==> src/rtl/aww_types_pkg.sv <==
// aww_types_pkg: arbiter-local types.
//   arb_state_t      - arbiter FSM states
//   grant_t          - which requester owns the RAM
//   MAX_WAIT_DEFAULT - RAM cycles tolerated without ACCESS before a retry
// The arbiter state names overlap with ramstate_t (ACCESS), so users of both
// packages refer to the RAM-side names with the cpu_types_pkg:: prefix.
package aww_types_pkg;
    localparam int MAX_WAIT_DEFAULT = 15;

    typedef enum logic [1:0] {
        IDLE    = 2'd0,
        ACCESS  = 2'd1,
        RESP    = 2'd2,
        BACKOFF = 2'd3
    } arb_state_t;

    typedef enum logic {
        INST = 1'b0,
        DATA = 1'b1
    } grant_t;
endpackage

==> src/rtl/cpu_types_pkg.sv <==
// cpu_types_pkg: types shared by the datapath, the memory arbiter and the
// RAM model.
//   word_t     - one machine word (data and addresses)
//   ramstate_t - RAM handshake state: FREE, BUSY, ACCESS (data ready or
//                write taken), ERROR (access failed, must be retried)
package cpu_types_pkg;
    localparam int WORD_W = 32;

    typedef logic [WORD_W-1:0] word_t;

    typedef enum logic [1:0] {
        FREE   = 2'd0,
        BUSY   = 2'd1,
        ACCESS = 2'd2,
        ERROR  = 2'd3
    } ramstate_t;
endpackage

==> src/rtl/mem_arbiter.sv <==
// mem_arbiter: serialises instruction-fetch and data requests onto one
// single-ported RAM and returns registered one-cycle ihit/dhit pulses.
//
// Ports
//   CLK, RST                 clock (rising edge), async active-high reset
//   imemREN/imemaddr         fetch request (level, held until ihit)
//   dmemREN/dmemWEN          data load/store request (level); both = store
//   dmemaddr/dmemstore       data address / store data
//   ihit/dhit                one-cycle completion pulses (never together)
//   imemload/dmemload        load registers, hold until the next hit
//   ramREN/ramWEN            RAM strobes, high only while an access is live
//   ramaddr/ramstore         latched request address / store data
//   ramstate/ramload         RAM status and read data
//
// Configuration macro
//   MEM_ARB_FAIR_EN - when defined, a fetch pending after a completed data
//                     access wins the next arbitration (round robin).
//                     Undefined: data always has priority.
//
// Flow: IDLE grants and latches -> ACCESS strobes the RAM until ACCESS
// (-> RESP) or ERROR/timeout (-> BACKOFF, one quiet cycle, then ACCESS again).
// RESP is the hit cycle. The hit is decided on the RAM ACCESS cycle, so a
// request withdrawn or re-addressed by a flush before then is dropped silently.
module mem_arbiter
    import aww_types_pkg::*;
#(
    parameter int WORD_W   = 32,
    parameter int MAX_WAIT = MAX_WAIT_DEFAULT
) (
    input  logic                      CLK,
    input  logic                      RST,
    input  logic                      imemREN,
    input  logic [WORD_W-1:0]         imemaddr,
    input  logic                      dmemREN,
    input  logic                      dmemWEN,
    input  logic [WORD_W-1:0]         dmemaddr,
    input  logic [WORD_W-1:0]         dmemstore,
    output logic                      ihit,
    output logic                      dhit,
    output logic [WORD_W-1:0]         imemload,
    output logic [WORD_W-1:0]         dmemload,
    output logic                      ramREN,
    output logic                      ramWEN,
    output logic [WORD_W-1:0]         ramaddr,
    output logic [WORD_W-1:0]         ramstore,
    input  cpu_types_pkg::ramstate_t  ramstate,
    input  logic [WORD_W-1:0]         ramload
);
    localparam int               CNT_W   = $clog2(MAX_WAIT + 1);
    localparam logic [CNT_W-1:0] CNT_MAX = CNT_W'(MAX_WAIT);

    arb_state_t        state_q, state_d;
    grant_t            cur_q, cur_d;        // requester owning the live access
    logic              wr_q, wr_d;          // latched operation: 1 = write
    logic [WORD_W-1:0] addr_q, addr_d;
    logic [WORD_W-1:0] store_q, store_d;
    logic [CNT_W-1:0]  cnt_q, cnt_d;
    logic              ren_q, ren_d;
    logic              wen_q, wen_d;
    logic              ihit_q, ihit_d;
    logic              dhit_q, dhit_d;
    logic [WORD_W-1:0] iload_q, iload_d;
    logic [WORD_W-1:0] dload_q, dload_d;
    logic              data_req_s;
    logic              pick_inst_s;

    assign data_req_s = dmemREN | dmemWEN;

`ifdef MEM_ARB_FAIR_EN
    grant_t last_q, last_d;                 // round-robin grant register

    // A completed data access hands the next arbitration to a waiting fetch.
    assign pick_inst_s = imemREN & (~data_req_s | (last_q == DATA));
`else
    // Fixed priority: fetch wins only when no data request is pending.
    assign pick_inst_s = imemREN & ~data_req_s;
`endif

    // Next-state, strobe, hit and load-register computation.
    always_comb begin
        state_d = state_q;
        cur_d   = cur_q;
        wr_d    = wr_q;
        addr_d  = addr_q;
        store_d = store_q;
        cnt_d   = cnt_q;
        ren_d   = 1'b0;
        wen_d   = 1'b0;
        ihit_d  = 1'b0;
        dhit_d  = 1'b0;
        iload_d = iload_q;
        dload_d = dload_q;
`ifdef MEM_ARB_FAIR_EN
        last_d  = last_q;
`endif
        case (state_q)
            IDLE: begin
                cnt_d = '0;
                if (pick_inst_s) begin
                    cur_d   = INST;
                    wr_d    = 1'b0;
                    addr_d  = imemaddr;
                    ren_d   = 1'b1;
                    state_d = ACCESS;
`ifdef MEM_ARB_FAIR_EN
                    last_d  = INST;
`endif
                end else if (data_req_s) begin
                    // REN and WEN together is treated as a store.
                    cur_d   = DATA;
                    wr_d    = dmemWEN;
                    addr_d  = dmemaddr;
                    store_d = dmemstore;
                    ren_d   = ~dmemWEN;
                    wen_d   = dmemWEN;
                    state_d = ACCESS;
                end else begin
                    state_d = IDLE;
                end
            end
            ACCESS: begin
                cnt_d = (cnt_q == CNT_MAX) ? cnt_q : cnt_q + CNT_W'(1);
                if (ramstate == cpu_types_pkg::ACCESS) begin
                    state_d = RESP;
                    // Only a requester still asking for the same address gets the hit.
                    if (cur_q == INST) begin
                        if (imemREN && (imemaddr == addr_q)) begin
                            ihit_d  = 1'b1;
                            iload_d = ramload;
                        end else begin
                            ihit_d  = 1'b0;
                        end
                    end else begin
                        if (data_req_s && (dmemaddr == addr_q)) begin
                            dhit_d = 1'b1;
`ifdef MEM_ARB_FAIR_EN
                            last_d = DATA;
`endif
                            if (!wr_q) begin
                                dload_d = ramload;
                            end else begin
                                dload_d = dload_q;
                            end
                        end else begin
                            dhit_d = 1'b0;
                        end
                    end
                end else if ((ramstate == cpu_types_pkg::ERROR) || (cnt_d == CNT_MAX)) begin
                    state_d = BACKOFF;
                end else begin
                    ren_d = ~wr_q;
                    wen_d = wr_q;
                end
            end
            RESP: begin
                cnt_d   = '0;
                state_d = IDLE;
            end
            BACKOFF: begin
                // One quiet cycle, then the same latched request is retried.
                cnt_d   = '0;
                ren_d   = ~wr_q;
                wen_d   = wr_q;
                state_d = ACCESS;
            end
            default: begin
                cnt_d   = '0;
                state_d = IDLE;
            end
        endcase
    end

    // State and output registers; RST abandons any access immediately.
    always_ff @(posedge CLK or posedge RST) begin
        if (RST) begin
            state_q <= IDLE;
            cur_q   <= INST;
            wr_q    <= 1'b0;
            addr_q  <= '0;
            store_q <= '0;
            cnt_q   <= '0;
            ren_q   <= 1'b0;
            wen_q   <= 1'b0;
            ihit_q  <= 1'b0;
            dhit_q  <= 1'b0;
            iload_q <= '0;
            dload_q <= '0;
`ifdef MEM_ARB_FAIR_EN
            last_q  <= INST;
`endif
        end else begin
            state_q <= state_d;
            cur_q   <= cur_d;
            wr_q    <= wr_d;
            addr_q  <= addr_d;
            store_q <= store_d;
            cnt_q   <= cnt_d;
            ren_q   <= ren_d;
            wen_q   <= wen_d;
            ihit_q  <= ihit_d;
            dhit_q  <= dhit_d;
            iload_q <= iload_d;
            dload_q <= dload_d;
`ifdef MEM_ARB_FAIR_EN
            last_q  <= last_d;
`endif
        end
    end

    assign ihit     = ihit_q;
    assign dhit     = dhit_q;
    assign imemload = iload_q;
    assign dmemload = dload_q;
    assign ramREN   = ren_q;
    assign ramWEN   = wen_q;
    assign ramaddr  = addr_q;
    assign ramstore = store_q;
endmodule

==> config.mk <==
export PLATFORM = sky130hd
export DESIGN_NAME = mem_arbiter
export DESIGN_NICKNAME = d
export VERILOG_FILES = /design/src/rtl/aww_types_pkg.sv /design/src/rtl/cpu_types_pkg.sv /design/src/rtl/mem_arbiter.sv
export SDC_FILE = /design/constraint.sdc
export NUM_CORES = 1
export LEC_CHECK = 0
export CORE_MARGIN = 10
export CORE_UTILIZATION = 45
export CTS_BUF_LIST = sky130_fd_sc_hd__clkbuf_2 sky130_fd_sc_hd__clkbuf_4 sky130_fd_sc_hd__clkbuf_8
export CTS_CLUSTER_DIAMETER = 120
export DETAILED_ROUTE_END_ITERATION = 12
export PLACE_DENSITY_LB_ADDON = 0.15
export SYNTH_ARGS = -nofsm -noshare
export SYNTH_HDL_FRONTEND = slang
export SYNTH_SLANG_ARGS = --single-unit
==> constraint.sdc <==
create_clock -name CLK -period 12 [get_ports CLK]
set_input_delay 2.4 -clock CLK [delete_from_list [all_inputs] [get_ports CLK]]
set_output_delay 2.4 -clock CLK [all_outputs]
set_load 0.02 [all_outputs]
==> results.py, run 1 <==
metrics = {
    "setup_path": {
        "r2r_cells": 6,
        "path_depth": 7,
        "cp-start-kind": "input port",
        "worstSetupEndpoint": "dmemload[7]",
        "crit_buf_inv": 2,
        "r2r-end": "dmemload[7]",
        "cp_slowest_cell": "clkdlybuf4s50_1",
        "r2r-start": "ramaddr[22]",
        "worstPathMaxFanout": 32,
        "crit_path_cell_trace": "clkdlybuf4s50_1, nor2_1, or4_1, or3_4, nor4_4, buf_4, mux2_2",
        "crit_required_ns": 12.33,
        "end_kind": "register",
        "ff2ff_setup_slack_ns": 9.26,
        "critPathLaunch": "dmemWEN",
        "slowest_delay_ns": 0.51,
        "worstPathArrival_ns": 5.05,
        "cp_top_family": "simple AND/OR/NAND/NOR gates",
        "worstSetupPathType": "in2reg",
    },
    "global_route": {
        "grt_pass1_wl_um": 31700,
        "grt_start_max_net_pins": 75,
        "antenna_found_initial": 1,
        "grtUsageMet1_pct": 23.17,
        "use_met2_pct": 34.51,
        "grt_pass1_vias": 5594,
        "track_usage_pct": 20.82,
        "grt_use_met3_pct": 9.212,
        "busiest_layer": "met2",
        "overflow": 0,
    },
    "logic_synthesis": {
        "syn_nets": 653,
        "synth_xor_area_share_pct": 7.607,
        "synth_top_flop_cell": "dfrtp_1",
        "synthDominantCellAreaShare_pct": 55.33,
        "syn_area_sq_mm": 0.006332,
        "syn-instance-count": 517,
        "syn_area_per_cell_sq_um": 12.25,
        "yosysSeqAreaShare_pct": 55.33,
        "synth-compound-area-share_pct": 4.920,
        "synth_fa_ha_area_share_pct": 0.1976,
        "synth_mux_area_share_pct": 20.08,
        "synthTopCellsByArea": "dfrtp_1 55%, mux2_2 16%, xnor2_1 4.7%",
        "synth_edf_count": 0,
        "synth_top_family_by_area": "multiplexers",
        "synth_largest_area_cell": "dfrtp_1",
        "yosysWarningCount": 0,
        "synth-simple-area-share_pct": 9.919,
        "ys_types": 38,
        "async_flop_share_pct": 100.0,
        "ys_ff_latch": 140,
    },
    "sta": {
        "grt_setup_unrepaired": "no",
        "hold_viol_final": 0,
        "timing.final.crit_share_pct": 39.31,
        "final.min_clock_period_ns": 4.717,
        "fin_tns_setup_ns": 0,
        "fin_ws_ns": 7.283,
        "setup_viol": 0,
        "worst_slew_pin_slew_ns": 1.174,
        "fin_skew_ns": 0.01129,
        "drv_slew": 0,
        "clock.fmax_mhz": 212.0,
        "relSlewSlack_pct": 21.52,
    },
    "detailed_routing": {
        "wirelength_um": 20380,
        "avgViaCountPerCell": 5.174,
        "ant_nets": 0,
        "dr.pass1.iters": 4,
        "drc": 0,
        "avgRoutedWirePerCell_um": 20.77,
        "drtIter0Drc": 289,
        "vias": 5076,
    },
    "clock_tree": {
        "root_buffer": "clkbuf_8",
        "h-tree-depth": 4,
        "cts.sinks": 140,
        "cts_buffer_depth": 2,
        "cts_buffers": 17,
        "worstSkewPairLatency_ns": 0.45,
        "cts_resized": 0,
        "clkTransAtPathRegs_ns": 0.08,
        "cts_tree": "done",
        "postCtsSetupRepairBufs": 0,
        "cts-hold-fix-buffers": 0,
    },
    "finish": {
        "areaGrowthSynthToFinish_pct": 51.45,
        "regArea_sq_mm": 0.003503,
        "fillers": 1000,
        "finalNetCount": 922,
        "multi_input_comb_area_sq_mm": 0.002719,
        "drive_above_1_share_pct": 16.65,
    },
    "power": {
        "combPwrFrac_pct": 41.6,
        "peakVddDrop_v": 0.0001581,
        "p_leak_nw": 4.125,
        "p_sw_w": 0.0007024,
        "cell_internal_pwr_w": 0.001186,
        "seq_power_share_pct": 37.9,
        "clock_power_share_pct": 20.5,
        "powerDensity_mw_per_mm2": 196.9,
        "sw_frac_of_total_pct": 37.20,
    },
    "floorplanning": {
        "die_w_um": 138.6,
        "initial_utilization_pct": 45.80,
        "die_h_um": 138.6,
        "core_sq_mm": 0.01383,
        "dieArea_sq_mm": 0.01922,
        "io_pins": 267,
        "rows": 43,
    },
    "run_status": {
        "status": "finished clean",
    },
    "placed_design": {
        "gp_routability_congestion": 0.8838,
        "post-dp-hpwl_um": 15800,
        "port_buffers": 266,
        "dp_slack_ns": 6.822,
    },
    "min_path": {
        "hp-class": "reg2reg",
    },
    "job": {
        "cap_violations": 0,
    },
}
==> cells in the mapped netlist, types with 2 or more instances <==
master and count:
a2111oi_0 2, a21oi_1 15, and2_1 2, buf_6 3, clkbuf_1 17, dfrtp_1 140
inv_1 6, mux2_1 6, mux2_2 90, mux2i_1 19, nand2_1 40, nand2b_1 7
nand3_1 6, nand4_1 11, nor2_1 26, nor2b_1 9, nor3_1 5, nor4_1 5
o2111ai_1 2, o21ai_0 33, or4_1 2, or4bb_1 2, xnor2_1 34, xor2_1 21
==> final cells by class <==
class                      instances  share of cell area, %
clock buffer                      21                  2.883
clock inverter                    11                  1.396
sequential                       140                  36.53
tap                              180                  2.348
antenna                            2                0.05219
multi-input combinational        350                  28.35
inverter                           6                 0.2870
timing repair buffer             271                  28.15
==> worst min path at each step <==
| stage | endpoint | cells past startpoint | slack, ns | startpoint |
|---|---|---|---|---|
| floorplan | ramREN | 1 | 0.48 | wr_q |
| global route | imemload[1] | 1 | 0.52 | imemload[1] |
| CTS | imemload[24] | 1 | 0.51 | imemload[24] |
| detailed placement | imemload[24] | 1 | 0.49 | imemload[24] |
| global placement | dmemload[23] | 1 | 0.47 | dmemload[23] |
| finish | dmemload[23] | 1 | 0.50 | dmemload[23] |
==> power by group through the flow <==
| stage | combinational, W | clock, W | sequential, W |
|---|---|---|---|
| 2_1_floorplan | 0.000285 | 0 | 0.000836 |
| 3_3_place_gp | 0.000777 | 0 | 0.000712 |
| 3_5_place_dp | 0.000788 | 0 | 0.000724 |
| 4_1_cts | 0.000793 | 0.000398 | 0.000716 |
| 5_1_grt | 0.000848 | 0.000420 | 0.000736 |
| 6_report | 0.000785 | 0.000388 | 0.000715 |
==> layout by cell type (no fill, tap or decap), types with 5 or more instances in the layout <==
master | netlist | final
a21oi_1 | 15 | 15
buf_4 | 0 | 5
clkbuf_8 | 0 | 19
clkdlybuf4s50_1 | 0 | 266
clkinv_4 | 0 | 5
dfrtp_1 | 140 | 140
inv_1 | 6 | 5
mux2_1 | 6 | 6
mux2_2 | 90 | 90
mux2i_1 | 19 | 19
nand2_1 | 40 | 40
nand2b_1 | 7 | 7
nand3_1 | 6 | 6
nand4_1 | 11 | 11
nor2_1 | 26 | 25
nor2b_1 | 9 | 9
nor4_1 | 5 | 5
o21ai_0 | 33 | 33
xnor2_1 | 34 | 34
xor2_1 | 21 | 21
==> stage by stage <==
step / power, W / hold slack, ns / util [%] / std cells / instance area, sq um
after floorplan: 0.001121 / 0.4839 / - / 517 / 6332
after global placement: 0.001489 / 0.4687 / 66.36 / 947 / 9175
after detailed placement: 0.001512 / 0.4875 / 66.36 / 947 / 9175
after CTS: 0.001906 / 0.5058 / 69.32 / 979 / 9585
after global routing: 0.002004 / 0.5159 / 69.32 / 979 / 9585
final: 0.001888 / 0.4981 / 69.36 / 981 / 9590
==> sequential cells by signal (all words and copies together), names as in the netlist, 2 cells and up <==
register,count
cnt_q,4
dmemload,32
imemload,32
ramaddr,32
ramstore,32
state_q,2
==> metal layers <==
layer  share of wire [%]  vias up
met2                  48      218
met3                  10       29
li1                    -     2353
met4                 2.5        0
met1                  39     2476
met5                   0        -
==> cells by family (layout without fill, tap and decap cells) <==
group | Yosys count | count (layout)
AO/OA/AOI/OAI | 57 | 57
XOR/XNOR | 55 | 55
adder cells (fa/ha/maj) | 1 | 1
buffers and inverters | 27 | 309
flip-flops | 140 | 140
multiplexers | 115 | 115
other | 0 | 2
AND/OR/NAND/NOR | 122 | 122
Power figures use the tool's default switching activity.
==> run 2: changes to the inputs <==
--- a/config.mk
+++ b/config.mk
@@ -6,7 +6,7 @@
 export NUM_CORES = 1
 export LEC_CHECK = 0
 export CORE_MARGIN = 10
-export CORE_UTILIZATION = 45
+export CORE_UTILIZATION = 44
 export CTS_BUF_LIST = sky130_fd_sc_hd__clkbuf_2 sky130_fd_sc_hd__clkbuf_4 sky130_fd_sc_hd__clkbuf_8
 export CTS_CLUSTER_DIAMETER = 120
 export DETAILED_ROUTE_END_ITERATION = 12
==> constraint.sdc (replaced) <==
create_clock -name CLK -period 4.9 [get_ports CLK]
set_input_delay 0.98 -clock CLK [delete_from_list [all_inputs] [get_ports CLK]]
set_output_delay 0.98 -clock CLK [all_outputs]
set_load 0.02 [all_outputs]
==> results.py, run 2 (same netlist as run 1, synthesis figures left out) <==
metrics = {
    "run_status": {
        "status": "finished clean",
    },
    "min_path": {
        "hp-class": "reg2reg",
        "whs_path_depth": 1,
        "holdPathEnd": "dmemload[23]",
        "min-delay-start": "dmemload[23]",
    },
    "power": {
        "powerDensity_mw_per_mm2": 480.6,
        "p_leak_nw": 4.100,
        "peakVddDrop_v": 0.0004020,
    },
    "sta": {
        "fin_tns_setup_ns": 0,
        "timing.final.crit_share_pct": 72.05,
        "final.min_clock_period_ns": 3.530,
        "hold_viol_final": 0,
        "setup_viol": 0,
        "grt_setup_unrepaired": "no",
        "clock.fmax_mhz": 283.3,
        "worst_slew_pin_slew_ns": 1.149,
        "relSlewSlack_pct": 23.20,
        "fin_skew_ns": 0.01261,
        "drv_slew": 0,
    },
    "detailed_routing": {
        "drtIter0Drc": 228,
        "avgRoutedWirePerCell_um": 20.98,
        "ant_nets": 0,
        "avgViaCountPerCell": 5.167,
        "wirelength_um": 20560,
        "drc": 0,
        "vias": 5064,
        "dr.pass1.iters": 4,
    },
    "setup_path": {
        "r2r-end": "imemload[22]",
        "cp_slowest_cell": "nand4_1",
        "cp_top_family": "simple AND/OR/NAND/NOR gates",
        "crit_buf_inv": 2,
        "cp-start-kind": "input port",
        "worstSetupPathType": "in2reg",
        "ff2ff_setup_slack_ns": 1.92,
        "worstPathArrival_ns": 3.85,
        "r2r_cells": 6,
        "crit_required_ns": 5.22,
        "end_kind": "register",
        "crit_path_cell_trace": "clkdlybuf4s50_1, nand4bb_1, or4_1, nor2_1, nand4_1, buf_4, mux2_2",
        "r2r-start": "state_q[1]",
        "worstPathMaxFanout": 20,
        "slowest_delay_ns": 0.62,
    },
    "clock_tree": {
        "cts-hold-fix-buffers": 0,
        "cts_buffers": 17,
        "cts_resized": 0,
        "clkTransAtPathRegs_ns": 0.08,
        "cts_tree": "done",
        "cts.sinks": 140,
        "worstSkewPairLatency_ns": 0.43,
        "h-tree-depth": 4,
        "cts_buffer_depth": 2,
        "root_buffer": "clkbuf_8",
        "postCtsSetupRepairBufs": 0,
    },
    "global_route": {
        "antenna_found_initial": 3,
        "grt_pass1_vias": 5628,
        "grt_pass1_wl_um": 32250,
        "overflow": 0,
        "grt_start_max_net_pins": 89,
        "track_usage_pct": 20.92,
    },
    "finish": {
        "areaGrowthSynthToFinish_pct": 51.12,
        "finalNonFillerCells": 980,
        "fillers": 1078,
        "final_common_cell": "clkdlybuf4s50_1",
        "layout_common_cells": "266 x clkdlybuf4s50_1, 140 x dfrtp_1, 90 x mux2_2",
        "drive_above_1_share_pct": 16.54,
        "finalNetCount": 922,
    },
    "floorplanning": {
        "core_sq_mm": 0.01399,
        "die_w_um": 140.0,
        "dieArea_sq_mm": 0.01959,
        "initial_utilization_pct": 45.27,
        "rows": 43,
        "io_pins": 267,
        "die_h_um": 140.0,
    },
    "job": {
        "cap_violations": 0,
    },
    "placed_design": {
        "gp_routability_congestion": 0.8034,
        "post-dp-hpwl_um": 15910,
        "port_buffers": 266,
        "dp.cells": 947,
    },
}
[run 2: per-layer routing]
layer	GRT usage [%]	share of wire, %	wire length (um)
met1	23.64	38	7853
met4	9.022	3.0	626
met3	8.384	9.1	1871
met2	34.27	50	10210
met5	0	0	0
[run 2: worst max path at each step]
stage | from | to | cells after the start | slack [ns]
global route | ramstate[1] | imemload[11] | 7 | 1.29
CTS | ramstate[1] | imemload[6] | 7 | 1.41
detailed placement | ramstate[1] | imemload[6] | 7 | 0.93
floorplan | RST | cnt_q[0] | 1 | 0.17
finish | ramstate[1] | imemload[22] | 7 | 1.37
global placement | ramstate[1] | imemload[17] | 7 | 1.0
[run 2: layout make-up]
cell class / instances / area [sq um] / share of cell area, %
sequential: 140 / 3503 / 36.61
multi-input combinational: 350 / 2719 / 28.41
timing repair buffer: 271 / 2700 / 28.22
clock buffer: 19 / 249.0 / 2.602
tap: 180 / 225.2 / 2.354
clock inverter: 12 / 140.1 / 1.464
inverter: 6 / 27.53 / 0.2877
antenna: 2 / 5.005 / 0.05230
[run 2: report_power, final]
group          switching [W]  internal (W)
Sequential          0.000293       0.00145
Combinational       0.000977      0.000952
Clock               0.000458      0.000466
Total                0.00173       0.00287
[run 2: stage by stage]
stage	setup WS, ns	power [W]	area [sq um]	utilization (%)	hold WS [ns]
final	1.370	0.004599	9569	68.41	0.4941
after global routing	1.290	0.004869	9569	68.41	0.5182
after CTS	1.414	0.004650	9564	68.37	0.5037
after detailed placement	0.9272	0.003701	9175	65.59	0.4845
after global placement	0.9991	0.003643	9175	65.59	0.4712
after floorplan	0.1671	0.002744	6332	-	0.4839
==> run 3: changes to the inputs <==
==> constraint.sdc (replaced) <==
create_clock -name CLK -period 3.7 [get_ports CLK]
set_input_delay 0.74 -clock CLK [delete_from_list [all_inputs] [get_ports CLK]]
set_output_delay 0.74 -clock CLK [all_outputs]
set_load 0.02 [all_outputs]
==> results.py, run 3 (same netlist as run 1, synthesis figures left out) <==
metrics = {
    "power": {
        "power.total_w": 0.006217,
        "peakVddDrop_v": 0.0004312,
        "powerDensity_mw_per_mm2": 640.8,
        "p_leak_nw": 4.170,
    },
    "sta": {
        "grt_setup_unrepaired": "no",
        "hold_viol_final": 0,
        "setup_viol": 0,
        "worst_slew_pin_slew_ns": 0.6699,
        "final.min_clock_period_ns": 2.956,
        "fin_tns_setup_ns": 0,
        "timing.final.crit_share_pct": 79.89,
        "drv_slew": 0,
        "relSlewSlack_pct": 55.24,
        "clock.fmax_mhz": 338.3,
        "fin_skew_ns": 0.01404,
    },
    "global_route": {
        "overflow": 0,
        "track_usage_pct": 20.51,
        "antenna_found_initial": 3,
        "grt_pass1_wl_um": 31310,
        "grt_pass1_vias": 5542,
        "grt_start_max_net_pins": 53,
    },
    "run_status": {
        "status": "finished clean",
    },
    "min_path": {
        "min-delay-start": "dmemload[23]",
        "hp-class": "reg2reg",
    },
    "placed_design": {
        "gp_routability_congestion": 0.8648,
        "dp.cells": 950,
        "post-dp-hpwl_um": 15980,
        "port_buffers": 266,
    },
    "finish": {
        "regArea_sq_mm": 0.003503,
        "fillers": 1050,
        "multi_input_comb_area_sq_mm": 0.002719,
        "finalNonFillerCells": 984,
        "final_common_cell": "clkdlybuf4s50_1",
        "drive_above_1_share_pct": 16.96,
        "areaGrowthSynthToFinish_pct": 53.21,
        "postLayoutCoreUtil_pct": 69.36,
        "layout_common_cells": "266 x clkdlybuf4s50_1, 140 x dfrtp_1, 90 x mux2_2",
        "finalNetCount": 925,
    },
    "clock_tree": {
        "h-tree-depth": 4,
        "cts_buffers": 17,
        "worstSkewPairLatency_ns": 0.45,
        "postCtsSetupRepairBufs": 0,
        "root_buffer": "clkbuf_8",
        "clkTransAtPathRegs_ns": 0.08,
        "cts_tree": "done",
        "cts_resized": 0,
        "cts_buffer_depth": 2,
        "cts.sinks": 140,
        "cts-hold-fix-buffers": 0,
    },
    "floorplanning": {
        "die_h_um": 140.0,
        "rows": 43,
        "initial_utilization_pct": 45.27,
        "core_sq_mm": 0.01399,
        "dieArea_sq_mm": 0.01959,
        "die_w_um": 140.0,
        "io_pins": 267,
    },
    "setup_path": {
        "r2r-start": "ramaddr[17]",
        "crit_required_ns": 4.03,
        "worstPathMaxFanout": 32,
        "worstPathArrival_ns": 3.29,
        "critPathLaunch": "dmemaddr[17]",
        "cp-start-kind": "input port",
        "end_kind": "register",
        "worstSetupPathType": "in2reg",
    },
    "detailed_routing": {
        "wirelength_um": 20250,
        "avgRoutedWirePerCell_um": 20.58,
        "drtIter0Drc": 219,
        "ant_nets": 0,
        "dr.pass1.iters": 4,
        "vias": 5068,
        "drc": 0,
        "avgViaCountPerCell": 5.150,
    },
    "job": {
        "cap_violations": 0,
    },
}
[run 3: cell types whose count changed in the layout (fill, tap and decap cells not counted)]
cell,change
clkinv_2,+1
clkinvlp_4,-3
buf_12,+5
bufinv_16,+1
buf_4,-2
clkinv_4,+1
inv_8,-1
inv_6,-2
clkbuf_8,+4
[run 3: metal layers]
metal  share of wire [%]  up-vias  global-route usage (%)
li1                    -     2355                       -
met1                  38     2475                   22.40
met2                  49      204                   34.03
met3                  11       32                   10.24
met4                 1.7        2                   6.685
met5               0.064        -                       0
[run 3: worst paths after layout]
| kind | to | slack, ns | cells past startpoint |
|---|---|---|---|
| min in group asynchronous | dmemload[10] | 0.73 | 2 |
| setup / recovery | dmemload[17] | 0.74 | 7 |
| hold / removal | dmemload[23] | 0.49 | 1 |
| setup reg to reg | dmemload[17] | 1.12 | 6 |
| max in group asynchronous | imemload[21] | 2.21 | 3 |
| hold reg to reg | dmemload[23] | 0.49 | 1 |
[run 3: final cells by class]
| class | count | share of cell area, % |
|---|---|---|
| clock inverters | 9 | 1.380 |
| diodes | 2 | 0.05159 |
| clock buffers | 23 | 3.134 |
| well taps | 180 | 2.321 |
| repair buffers | 274 | 28.71 |
| multi-input cells | 350 | 28.02 |
| inverters | 6 | 0.2708 |
| flip-flops and latches | 140 | 36.11 |
[run 3: critical path, stage by stage]
cell and delay [ns]:
clkdlybuf4s50_1 0.44, nor2b_1 0.14, a2111oi_0 0.59, nand4_1 0.30, nor4_4 0.43, buf_12 0.26, mux2_2 0.37
[run 3: metrics by stage]
stage | cell area [sq um] | setup WS, ns | hold WS (ns)
6_report | 9702 | 0.7441 | 0.4888
5_1_grt | 9702 | 0.6036 | 0.5251
4_1_cts | 9697 | 0.8258 | 0.4942
3_5_place_dp | 9259 | 0.3406 | 0.4740
3_3_place_gp | 9259 | 0.4046 | 0.4694
2_1_floorplan | 6336 | 0.9546 | 0.4839
[run 3: report_power, final]
part	internal, W	leakage [nW]	switching [W]
logic	0.00128	2.13	0.00128
registers	0.00192	1.82	0.000387
clock network	0.000756	0.223	0.000581
total	0.00397	4.17	0.00225
